**config.mk**
```make
export PLATFORM = sky130hd
export DESIGN_NAME = pipe_stage_hs
export DESIGN_NICKNAME = d
export VERILOG_FILES = /design/src/rtl/pipe_stage_hs_pkg.sv /design/src/rtl/pipe_stage_hs_entry.sv /design/src/rtl/pipe_stage_hs.sv
export SDC_FILE = /design/constraint.sdc
export NUM_CORES = 1
export LEC_CHECK = 0
export CORE_AREA = 2 2 115 117
export CTS_CLUSTER_SIZE = 14
export DETAILED_ROUTE_END_ITERATION = 10
export DIE_AREA = 0 0 117 119
export HOLD_SLACK_MARGIN = 0.06
export MAX_ROUTING_LAYER = met4
export PLACE_DENSITY = 0.83
export SYNTH_ARGS = -nofsm -noshare
export SYNTH_HDL_FRONTEND = slang
export SYNTH_SLANG_ARGS = --single-unit
```
**constraint.sdc**
```tcl
create_clock -name clk -period 2.98 [get_ports clk]
set_clock_uncertainty 0.2 [all_clocks]
set_input_delay 0.745 -clock clk [delete_from_list [all_inputs] [get_ports clk]]
set_output_delay 0.745 -clock clk [all_outputs]
set_load 0.02 [all_outputs]
```
**src/rtl/pipe_stage_hs_pkg.sv**
```systemverilog
// Shared occupancy encoding and next-state helper for the handshake pipeline stage.
package pipe_stage_hs_pkg;

   typedef enum logic [1:0] {
      OCC_EMPTY = 2'd0,
      OCC_ONE   = 2'd1,
      OCC_TWO   = 2'd2
   } occ_e;

   // Occupancy after one cycle of push/pop, ignoring flush.
   function automatic occ_e occ_next(input occ_e cur, input logic push, input logic pop);
      occ_e nxt;
      nxt = cur;
      case (cur)
         OCC_EMPTY: if (push) nxt = OCC_ONE;
         OCC_ONE: begin
            if (push && !pop)      nxt = OCC_TWO;
            else if (pop && !push) nxt = OCC_EMPTY;
         end
         OCC_TWO:   if (pop) nxt = OCC_ONE;
         default:   nxt = OCC_EMPTY;
      endcase
      return nxt;
   endfunction

endpackage

```
**src/rtl/pipe_stage_hs_entry.sv**
```systemverilog
// One stage slot: data register plus valid bit; load writes both, clear drops valid only.
// Latency 1 cycle; no flow control of its own (the owner decides load/clear).
module pipe_stage_hs_entry #(
   parameter int DATA_W = 64
) (
   input  logic              clk,
   input  logic              rst,
   input  logic              load,
   input  logic              clear,
   input  logic [DATA_W-1:0] d,
   output logic              vld,
   output logic [DATA_W-1:0] dat
);

   always_ff @(posedge clk or negedge rst) begin
      if (!rst) begin
         vld <= 1'b0;
         dat <= '0;
      end else begin
         if (load) dat <= d;
         if (clear)     vld <= 1'b0;
         else if (load) vld <= 1'b1;
      end
   end

endmodule

```
**src/rtl/pipe_stage_hs.sv**
```systemverilog
// Pipeline-stage register with valid/ready handshake, flush, optional 2-entry skid and stall counter.
// Latency 1 cycle when empty; SKID=1 gives a registered in_ready, SKID=0 passes out_ready through.
module pipe_stage_hs
   import pipe_stage_hs_pkg::*;
#(
   parameter int DATA_W = 64,
   parameter int SKID   = 1,
   parameter int CNT_W  = 16
) (
   input  logic              clk,
   input  logic              rst,
   input  logic              flush,
   input  logic              in_valid,
   output logic              in_ready,
   input  logic [DATA_W-1:0] in_data,
   output logic              out_valid,
   input  logic              out_ready,
   output logic [DATA_W-1:0] out_data,
   output logic [1:0]        occupancy,
   output logic [CNT_W-1:0]  stall_cnt
);

   localparam logic [CNT_W-1:0] CNT_MAX = '1;

   generate
      if (SKID != 0) begin : g_skid
         occ_e              state;
         occ_e              state_nxt;
         logic              push;
         logic              pop;
         logic              main_load;
         logic              main_clear;
         logic              main_sel_skid;
         logic              skid_load;
         logic              skid_clear;
         logic              main_vld;
         logic              skid_vld;
         logic [DATA_W-1:0] main_dat;
         logic [DATA_W-1:0] skid_dat;
         logic [DATA_W-1:0] main_d;

         assign in_ready  = (state != OCC_TWO);
         assign out_valid = main_vld;
         assign out_data  = main_dat;
         assign occupancy = state;
         assign push      = in_valid & in_ready;
         assign pop       = main_vld & out_ready;
         assign main_d    = main_sel_skid ? skid_dat : in_data;

         always_ff @(posedge clk or negedge rst) begin
            if (!rst) state <= OCC_EMPTY;
            else      state <= state_nxt;
         end

         // Flush overrides any handshake seen in the same cycle.
         always_comb begin
            state_nxt     = state;
            main_load     = 1'b0;
            main_clear    = 1'b0;
            main_sel_skid = 1'b0;
            skid_load     = 1'b0;
            skid_clear    = 1'b0;
            if (flush) begin
               state_nxt  = OCC_EMPTY;
               main_clear = 1'b1;
               skid_clear = 1'b1;
            end else begin
               state_nxt = occ_next(state, push, pop);
               case (state)
                  OCC_EMPTY: main_load = push;
                  OCC_ONE: begin
                     main_load  = push & pop;
                     skid_load  = push & ~pop;
                     main_clear = pop & ~push;
                  end
                  OCC_TWO: begin
                     main_load     = pop;
                     main_sel_skid = pop;
                     skid_clear    = pop;
                  end
                  default: begin
                     main_clear = 1'b1;
                     skid_clear = 1'b1;
                  end
               endcase
            end
         end

         pipe_stage_hs_entry #(.DATA_W(DATA_W)) u_main (
            .clk   (clk),
            .rst   (rst),
            .load  (main_load),
            .clear (main_clear),
            .d     (main_d),
            .vld   (main_vld),
            .dat   (main_dat)
         );

         pipe_stage_hs_entry #(.DATA_W(DATA_W)) u_skid (
            .clk   (clk),
            .rst   (rst),
            .load  (skid_load),
            .clear (skid_clear),
            .d     (in_data),
            .vld   (skid_vld),
            .dat   (skid_dat)
         );

         // Skid data only matters through main_d; its valid bit mirrors state TWO.
         logic skid_unused;
         assign skid_unused = skid_vld;
      end else begin : g_single
         logic              push;
         logic              pop;
         logic              main_vld;
         logic [DATA_W-1:0] main_dat;

         assign in_ready  = ~main_vld | out_ready;
         assign out_valid = main_vld;
         assign out_data  = main_dat;
         assign occupancy = {1'b0, main_vld};
         assign push      = in_valid & in_ready & ~flush;
         assign pop       = main_vld & out_ready & ~flush;

         pipe_stage_hs_entry #(.DATA_W(DATA_W)) u_main (
            .clk   (clk),
            .rst   (rst),
            .load  (push),
            .clear (flush | (pop & ~push)),
            .d     (in_data),
            .vld   (main_vld),
            .dat   (main_dat)
         );
      end
   endgenerate

   always_ff @(posedge clk or negedge rst) begin
      if (!rst) begin
         stall_cnt <= '0;
      end else if (out_valid && !out_ready && stall_cnt != CNT_MAX) begin
         stall_cnt <= stall_cnt + 1'b1;
      end
   end

endmodule
```
==> results.ini <==
[outcome]
status = completed

[route]
avgRoutedWirePerCell_microns = 16.2
dr.pass1.iters = 4
vias = 4462
wl_met1_microns = 5790
drt-total-wl_microns = 13900
wl_met2_microns = 7050
dr.first_iter.drc_count = 234
wl_met3_microns = 677
avgViaCountPerCell = 5.21
top_layer_used = met4
drc = 0
postRouteAntennaNets = 0

[placed_design]
dpl.hpwl_microns = 9530
placement.io_buffers = 152
place_congestion = 0.857

[die]
start_util = 0.520
coreArea_sq_mm = 0.0129
floorplan.die_area_sq_mm = 0.0139
io_pins = 153
fp.dieH_microns = 119
rows = 42
fp.dieW_microns = 117

[cts]
postCtsSetupBuffers = 0
cts_hold_buf = 0
cts_tree = done
clk_latency_ps = 420
cts_buffer_depth = 2
cts.sinks = 147
path_clk_slew_ps = 50
cts-buffers-inserted = 17
cts_root_buf = clkbuf_16
cts_max_level = 4
cts.repair.resized = 0

[timing]
final.min_clock_period_ps = 2650
final-max-slew-violation-count = 0
hold-worst-slack_ps = 70.2
worstMarginPinSlew_ps = 523
finalHoldViolCount = 0
period_share = 0.888
finalSetupViolCount = 0
setup_tns_ps = 0
grt_setup_unrepaired = false
maxSlewHeadroom = 0.652
max_freq_mhz = 378

[power_and_ir_drop]
p_leak_nw = 3.59
power_w = 0.00698
ir_worst_vdd_mv = 0.477
powerDensity_mw_per_mm2 = 777

[synth]
yosys_warnings = 0
ys_seq_area_frac = 0.549
ys.flop_type = dfrtp_1
synth_area_leader_cell = dfrtp_1
synthesis.area_sq_mm = 0.00670
synth_edf_count = 0
synth_cell_types = 48
async_reset_ff_frac = 1.00
synth_top_area_frac = 0.549
yosys-top-cells-area = dfrtp_1 55%, mux2_2 11%, mux2i_1 9.6%, a21oi_2 7.3%, nor2_1 3.9%
synth_nets = 582
synth_cells = 512
ys_seq_elements = 147
syn_avg_cell_area_sq_um = 13.1

[setup_path]
critical_path_required_ps = 2040
cp_max_fo = 11
startpoint_type = flop
crit_family = buffers and inverters
criticalPathCategory = reg2out
crit_buf_inv = 1
critPathArrivalTime_ps = 1700
crit_slowest_cell = clkdlybuf4s50_1
crit_path_max_incr_delay_ps = 700
crit_chain = clkdlybuf4s50_1
critPathCaptureType = output port

[final_layout]
syn_to_final_growth_pct = 34.1
fillers = 931
fin_util = 0.698
final_nets = 737
antennaDiodeCount = 0
drive_above_1_share = 0.263

[global_route]
grt_max_degree = 69
grt_pass1_vias = 4685
antenna_found_initial = 0
grt_overflow_total = 0
grt_use_total = 0.220
grt_pass1_wl_microns = 22900

[run]
maxCapViolCount = 0

[worst_hold_path]
hp-class = in2async

placed cells by master (no fill, tap or decap), drive strengths merged, types with 6 or more instances in the layout:
master	n
clkdlybuf4s50	151
dfrtp	147
nor2	70
a21oi	68
mux2	66
mux2i	64
clkbuf	22
buf	16
xor2	9
nand3	8
nand2	6
through the flow:
step	setup WS, ps	area, sq um	cells
after floorplan	765	6700	512
after global placement	212	8350	824
after detailed placement	149	8350	824
after CTS	316	8980	856
after global routing	262	8980	856
final	333	8980	856
cells by family (layout without fill, tap and decap cells):
group	count (synthesis)	count (layout)	synth area share
adders and majority gates	1	1	0.00187
muxes	130	130	0.207
AOI/OAI and AO/OA	79	79	0.0966
DFF	147	147	0.549
xor gates and xnor gates	11	11	0.0144
and+or+nand+nor	110	110	0.0854
buffers and inverters	34	202	0.0460
synth_stat cells, drive strengths merged (2+ instances only):
master	number
a21oi	68
a31oi	3
buf	28
clkbuf	3
dfrtp	147
inv	3
mux2	66
mux2i	64
nand2	6
nand3	8
nand3b	2
nand4	4
nand4b	2
nor2	70
nor2b	3
nor3	5
nor4	3
xnor2	2
xor2	9
path summary, 6_finish.rpt:
path | cells past startpoint | from | slack [ps] | end
setup / recovery | 1 | g_skid.u_main.vld$_DFFE_PN0P_ | 330 | out_valid
min in group clk | 1 | g_skid.u_skid.dat[7]$_DFFE_PN0P_ | 310 | g_skid.u_skid.dat[7]$_DFFE_PN0P_
setup reg to reg | 5 | occupancy[1]$_DFFE_PN0P_ | 930 | g_skid.u_main.dat[21]$_DFFE_PN0P_
max in group asynchronous | 2 | rst | 1840 | g_skid.u_skid.dat[28]$_DFFE_PN0P_
hold reg to reg | 1 | g_skid.u_skid.dat[7]$_DFFE_PN0P_ | 310 | g_skid.u_skid.dat[7]$_DFFE_PN0P_
hold / removal | 1 | rst | 70 | g_skid.u_skid.dat[15]$_DFFE_PN0P_
flip-flops by register name (all words and copies together), names as in the netlist:
register	flops
g_skid.u_main.dat	64
g_skid.u_main.vld	1
g_skid.u_skid.dat	64
occupancy	2
stall_cnt	16
layout make-up:
class / count / area [sq um] / share of cell area
tap: 176 / 220 / 0.0245
clock inverter: 10 / 153 / 0.0170
clock buffer: 22 / 484 / 0.0539
timing repair buffer: 167 / 1720 / 0.192
inverter: 3 / 11.3 / 0.00125
sequential: 147 / 3680 / 0.410
multi-input combinational: 331 / 2710 / 0.302
report_power, final:
part	switching, W	internal [W]
Combinational	0.000844	0.000953
Clock	0.000784	0.00148
Sequential	0.000356	0.00256
Total	0.00198	0.00500
routing by layer:
metal / track usage / vias to the layer above
li1: - / 2112
met1: 0.267 / 2198
met2: 0.348 / 117
met3: 0.0565 / 35
met4: 0.0941 / 0
met5: - / -
(Power assumes the default switching activity.)
